## src/rtl/seg7_scan_driver.sv

```systemverilog
// Multiplexed 8-digit seven-segment scanner with frame-synchronous display update.
// Outputs are registered and active-low; disp only changes at the end of a full scan.
module seg7_scan_driver #(
  parameter int REFRESH_DIV = 50000
) (
  input  logic        clk,
  input  logic        rst_n,
  input  logic [31:0] data,
  input  logic        load,
  input  logic        blank_lz,
  output logic [7:0]  anode,
  output logic [7:0]  segment,
  output logic        frame
);

  localparam logic [15:0] DIV_LAST = 16'(REFRESH_DIV - 1);

  logic [15:0] r_div_cnt;
  logic [2:0]  r_dig;
  logic [31:0] r_disp;
  logic [31:0] r_pend;
  logic        r_pend_valid;
  logic        r_frame;
  logic [7:0]  r_anode;
  logic [7:0]  r_segment;

  logic        w_tick;
  logic        w_boundary;
  logic [3:0]  w_nibble;
  logic [2:0]  w_msd;
  logic        w_blank;
  logic [7:0]  w_seg;

  assign w_tick     = (r_div_cnt == DIV_LAST);
  assign w_boundary = w_tick && (r_dig == 3'd7);
  assign w_nibble   = r_disp[{r_dig, 2'b00} +: 4];

  // Highest nonzero nibble; stays 0 for an all-zero value so digit 0 is never blanked.
  always_comb begin
    w_msd = 3'd0;
    for (int i = 1; i < 8; i++) begin
      if (r_disp[4*i +: 4] != 4'h0) w_msd = 3'(i);
    end
  end

  assign w_blank = blank_lz && (r_dig > w_msd);

  always_comb begin
    w_seg = 8'hFF;
    case (w_nibble)
      4'h0: w_seg = 8'hC0;
      4'h1: w_seg = 8'hF9;
      4'h2: w_seg = 8'hA4;
      4'h3: w_seg = 8'hB0;
      4'h4: w_seg = 8'h99;
      4'h5: w_seg = 8'h92;
      4'h6: w_seg = 8'h82;
      4'h7: w_seg = 8'hF8;
      4'h8: w_seg = 8'h80;
      4'h9: w_seg = 8'h90;
      4'hA: w_seg = 8'h88;
      4'hB: w_seg = 8'h83;
      4'hC: w_seg = 8'hC6;
      4'hD: w_seg = 8'hA1;
      4'hE: w_seg = 8'h86;
      4'hF: w_seg = 8'h8E;
      default: w_seg = 8'hFF;
    endcase
  end

  always_ff @(posedge clk) begin
    if (!rst_n) begin
      r_div_cnt    <= '0;
      r_dig        <= '0;
      r_disp       <= '0;
      r_pend       <= '0;
      r_pend_valid <= 1'b0;
      r_frame      <= 1'b0;
      r_anode      <= 8'hFF;
      r_segment    <= 8'hFF;
    end else begin
      r_div_cnt <= w_tick ? 16'd0 : r_div_cnt + 16'd1;
      if (w_tick) r_dig <= r_dig + 3'd1;
      r_frame <= w_boundary;

      // A load landing on the boundary bypasses pending so it shows in the very next frame.
      if (load && w_boundary) begin
        r_disp       <= data;
        r_pend_valid <= 1'b0;
      end else if (load) begin
        r_pend       <= data;
        r_pend_valid <= 1'b1;
      end else if (w_boundary && r_pend_valid) begin
        r_disp       <= r_pend;
        r_pend_valid <= 1'b0;
      end

      r_anode   <= w_blank ? 8'hFF : ~(8'b1 << r_dig);
      r_segment <= w_blank ? 8'hFF : w_seg;
    end
  end

  assign anode   = r_anode;
  assign segment = r_segment;
  assign frame   = r_frame;

endmodule

```

## config.mk

```make
export PLATFORM = sky130hd
export DESIGN_NAME = seg7_scan_driver
export DESIGN_NICKNAME = d
export VERILOG_FILES = /design/src/rtl/seg7_scan_driver.sv
export SDC_FILE = /design/constraint.sdc
export NUM_CORES = 1
export LEC_CHECK = 0
export ABC_AREA = 1
export ABC_CLOCK_PERIOD_IN_PS = 2800
export CAP_MARGIN = 40
export CORE_MARGIN = 8
export CORE_UTILIZATION = 40
export CTS_CLUSTER_DIAMETER = 150
export DETAILED_ROUTE_END_ITERATION = 16
export DONT_BUFFER_PORTS = 1
export PLACE_DENSITY = 0.53
export SYNTH_ARGS = -nofsm -noshare
export SYNTH_HDL_FRONTEND = slang
export SYNTH_SLANG_ARGS = --single-unit
```

## constraint.sdc

```tcl
create_clock -name clk -period 2.8 [get_ports clk]
set_clock_uncertainty 0.05 [all_clocks]
set_input_delay 0.42 -clock clk [delete_from_list [all_inputs] [get_ports clk]]
set_output_delay 0.42 -clock clk [all_outputs]
set_load 0.03 [all_outputs]
```

Yosys cells after proc, flatten, opt, wreduce, memory -nomap -nowiden:

Memory sizes are Yosys's and may differ from the RTL's. A register that Yosys moved wholly into a read port is not among the register bits.
Index checks and enable logic that the tools add are counted.

* flip-flop bits (word level): 101
* bits in latches: 0
* bits in writable memories: 0
* memory bits (read-only): 112
* input port bits: 36
* output and inout port bits: 17
* logic and storage cells: 50
* memories: 1

Memories
* (name not given): depth 16, width 7, rd ports 1, clocked after Yosys merged registers in 1, wr ports 0, RTL line 50 `case (w_nibble)`

* add/subtract/negate cells: 2
* multipliers: 0
* div/mod/pow operators: 0
* $lt $le $gt $ge: 1
* equality and inequality tests: 3
* shift operators: 2
* muxes and demuxes: 12
* bitwise operators: 3
* reductions and logical operators: 18

Operators by type and width (count)
* 32-bit two-way mux: 3
* 32-bit by 6-bit indexed part select with 4-bit output: 1
* 4-bit nonzero test: 7
* 3-bit two-way mux: 6
* 16-bit by 1-bit adder with 16-bit output (second input constant): 1
* 16-bit == test (second input constant): 1
* 8-bit inverter: 1
* 1-bit by 3-bit left shift with 8-bit output (first input constant): 1
* 2-bit OR reduction: 3
* 1-bit logical AND: 4
* 2-bit AND reduction: 2
* 2-bit nonzero test: 2
* 3-bit by 1-bit adder with 3-bit output (second input constant): 1
* 3-bit == test (second input constant): 1
* 3-bit > comparator: 1
* 1-bit two-way mux: 3
* 2-bit by 1-bit != test with 1-bit output (second input constant): 1
* 1-bit inverter: 2

Logic depth before layout (Yosys ltp):

* depth in word-level cells: 11
* mapped depth: 13
* mapped depth without buffers: 12

Worst setup path after synthesis:

Ideal clock, no wire load.

* path kind: register to register
* from: register r_disp[20]
* to: register r_segment[1] (netlist: segment[1])
* data arrival time: 1970 ps
* data required time: 2617 ps
* setup slack: 647 ps
* cell stages (with the launch flop): 10
* buffers on the path: 1
* clock period less this slack: 2153 ps
* cell sequence: dfxtp_1 -> nor4_1 -> nand2_1 -> nor2_1 -> ha_1 -> a21oi_1 -> o21ai_0 -> a31oi_1 -> clkbuf_1 -> nand3_1

* longest elaborated chain between the ends: 7
* elaborated cells between the ends (all ways): 8

RTL lines
* start: declaration: RTL line 20 `logic [31:0] r_disp;`
* start signal: assignment: RTL line 88 `r_disp <= data;`
* start signal: assignment: RTL line 94 `r_disp <= r_pend;`
* 4-bit nonzero test: RTL line 42 `if (r_disp[4*i +: 4] != 4'h0) w_msd = 3'(i);`
* 3-bit two-way mux (3 in a row): RTL line 42
* 3-bit > comparator: RTL line 46 `assign w_blank = blank_lz && (r_dig > w_msd);`
* 1-bit logical AND: RTL line 46
* 2-bit OR reduction (no source line)
* end: declaration: RTL line 25 `logic [7:0] r_segment;`

Parallel ways exist; a longest one is shown, timed or not.
A chain may end at the register's enable or synchronous reset.

Final worst setup path:

* from: register r_disp[24]
* to: register r_segment[5] (netlist: segment[5])

* longest elaborated chain between the ends: 6
* elaborated cells between the ends (all ways): 7

RTL lines (RTL line)
* 4-bit nonzero test: 42
* 3-bit two-way mux (2 in a row): 42
* 3-bit > comparator: 46
* 1-bit logical AND: 46
* 2-bit OR reduction (no source line)

Parallel ways exist; a longest one is shown, timed or not.

==> impl_results.md <==
- Sequential area share after synthesis: 38.4%
- Hold Fails Final Rpt: 0
- CTS tree: done
- Peak VDD IR: 0.000272 V
- P per Cell Area: 502 nW/um2
- Mapped Cells: 827
- Clock slew seen by the registers of the worst setup and hold paths: 0.07 ns
- Final period util: 76.9%
- Die area: 16,900 um2
- Sw frac: 22.9%
- Final GP Congestion: 0.857
- Postcts setup bufs: 0
- Flop pwr share: 53.1%
- Final min period: 2.15 ns
- Core area: 12,700 um2
- CTS Hold Buffers Added: 0
- Final setup fails: 0
- Highest clock rate: 465 MHz
- Num CTS Buffers: 9
- Die Y: 130 um
- Critical Path RT: 2.98 ns
- Main area contributors after synthesis: dfxtp_1, nand2_1, nor2_1
- Power share of the clock group: 41.9%
- Leakage power: 2.92 nW
- WL/cell: 12.3 um
- Slew Limit Fails: 0
- Final Core Density: 44.2%
- Non-Filler Instances: 988
- Post-route DRC: 0
- Net count, final: 863
- Initial antenna violation count: 0
- Dpl cells: 972
- Synth Register Bits: 100
- Switch Pwr: 644 uW
- Clk sinks: 100
- Layout cells sized above 1: 4.53%
- Worst rel slew slack: 57.6%
- Fin Hold WS: 0.142 ns
- # IOs: 53
- Post-synth top area share: 38.4%
- Ant diodes: 0
- Root Driver: clkbuf_16
- Worst-path fanout max: 15
- Syn avg cell area: 6.30 um2
- Clock Path Buffers: 2
- GRT Util Overall: 15.2%
- DP Wirelength: 8.64 mm
- Starting Density: 41.1%
- Yosys warnings: 0
- Port bufs: 0
- Arrival time worst endpoint: 2.33 ns
- Max_cap viols: 0
- WS Path Type: reg -> reg
- Worst Max-Slew Pin Slew: 0.635 ns
- Hold crit path type: in -> reg
- Detailed Routing Iterations Pass 1: 4
- Vias in the first global route: 4,326
- RSZ-0062 raised after global routing: no
- First-pass GRT wire length: 20.6 mm
- Vias/cell: 4.75
- Post-synth top area cell: dfxtp_1
- Initial DRC Count: 375
- GRT overflow: 0
- Yosys cell types: 29
- Die width: 130 um
- Gate power share: 5.0%
- Layout area overhead: 7.42%
- Worst setup EP type: flop
- Via Count: 4,696
- Largest net degree at the start of global routing: 68
- Post-Synthesis Cell Area: 5210 um2
- Total Wirelength: 12.2 mm
- Pint: 2.17 mW
- Setup tns final: 0 ns
- Outcome: finished clean
- Routed Antenna Nets: 0
- Cell Rows: 41
- CTS resizes: 0
- H-tree levels: 3
- Mapped Nets: 879
- Worst-Skew Late Latency: 0.35 ns
- CP startpoint kind: flop
## cell usage after synthesis (all sizes together)
| library cell | number |
|---|---|
| a21oi | 48 |
| a31oi | 1 |
| buf | 19 |
| clkbuf | 18 |
| clkinv | 2 |
| conb | 1 |
| dfxtp | 100 |
| ha | 16 |
| inv | 120 |
| nand2 | 257 |
| nand3 | 86 |
| nand3b | 1 |
| nand4 | 6 |
| nor2 | 120 |
| nor3 | 4 |
| nor3b | 1 |
| nor4 | 7 |
| o211ai | 5 |
| o21ai | 8 |
| or2 | 4 |
| xor2 | 3 |
## sequential cells by signal, indices dropped and copies added, names as in the netlist
name          flops
frame             1
r_pend           32
r_disp           32
r_pend_valid      1
segment           7
r_dig             3
r_div_cnt        16
anode             8
## worst paths after layout
check                     from      endpoint  slack [ns]  depth (start not counted)
setup reg to reg    r_disp[24]    segment[5]        0.65                          9
setup / recovery    r_disp[24]    segment[5]        0.65                          9
hold reg to reg   r_div_cnt[0]  r_div_cnt[0]        0.40                          1
hold / removal           rst_n     r_pend[1]        0.14                          2
## power groups by stage
stage / clock network, mW / registers [mW] / logic (mW)
2_1_floorplan: 0 / 1.52 / 0.147
3_3_place_gp: 0 / 1.53 / 0.140
3_5_place_dp: 0 / 1.53 / 0.143
4_1_cts: 1.23 / 1.49 / 0.143
5_1_grt: 1.29 / 1.50 / 0.166
6_report: 1.18 / 1.49 / 0.140
## cell families after synthesis
kind of cell	synth area share [%]
and+or+nand+nor	38.7
xor gates and xnor gates	0.504
other	0.0719
adders and majority gates	3.84
AOI/OAI and AO/OA	6.22
buffers and inverters	12.3
DFF	38.4
## critical path: stages, from the launching register on
cell and delay [ns]:
dfxtp_1 0.33, nor4_1 0.43, nand2_1 0.14, nor2_1 0.12, ha_1 0.26, a21oi_1 0.15, o21ai_0 0.10, a31oi_1 0.14
buf_4 0.22, nand3_1 0.10
## per-stage QoR
stage	cell area (um2)	power, mW	setup slack (ns)
after floorplan	5210	1.67	0.647
after global placement	5320	1.67	0.652
after detailed placement	5320	1.67	0.623
after CTS	5600	2.86	0.616
after global routing	5600	2.96	0.367
final	5600	2.81	0.648
## cells in the final DEF, fill, tap and decap left out
cell type	Yosys	final
clkbuf_8	0	2
clkinv_2	0	3
nand3_1	85	85
a21oi_1	48	48
nand4_1	6	6
a31oi_1	1	1
clkbuf_1	18	1
clkinv_1	2	2
clkbuf_16	0	9
or2_2	4	4
conb_1	1	1
dfxtp_1	100	100
nand3_4	1	1
nand2_1	255	255
nand3b_1	1	1
inv_2	4	4
buf_4	2	10
o21ai_0	7	7
nor3_4	1	1
nor3b_1	1	1
nor2_1	120	120
o211ai_1	5	5
xor2_1	3	3
inv_1	116	116
o21ai_1	1	1
clkinv_4	0	1
nor4_1	7	7
nand2_2	2	2
nor3_1	3	3
ha_1	16	16
## routing by layer
metal	track usage [%]	up-vias	part of all wire, %
li1	-	2504	-
met1	19.3	2115	50
met2	25.0	69	45
met3	3.55	8	4.1
met4	4.30	0	0.99
met5	0	-	0
## area by class of cell
cell class	count	area, um2
multi-input cells	568	2570
repair buffers	10	75.1
inverters	122	458
clock inverters	4	23.8
fillers	1402	7070
flip-flops and latches	100	2000
clock buffers	12	256
well taps	172	215
No activity file was read; power rests on OpenSTA's default activity.
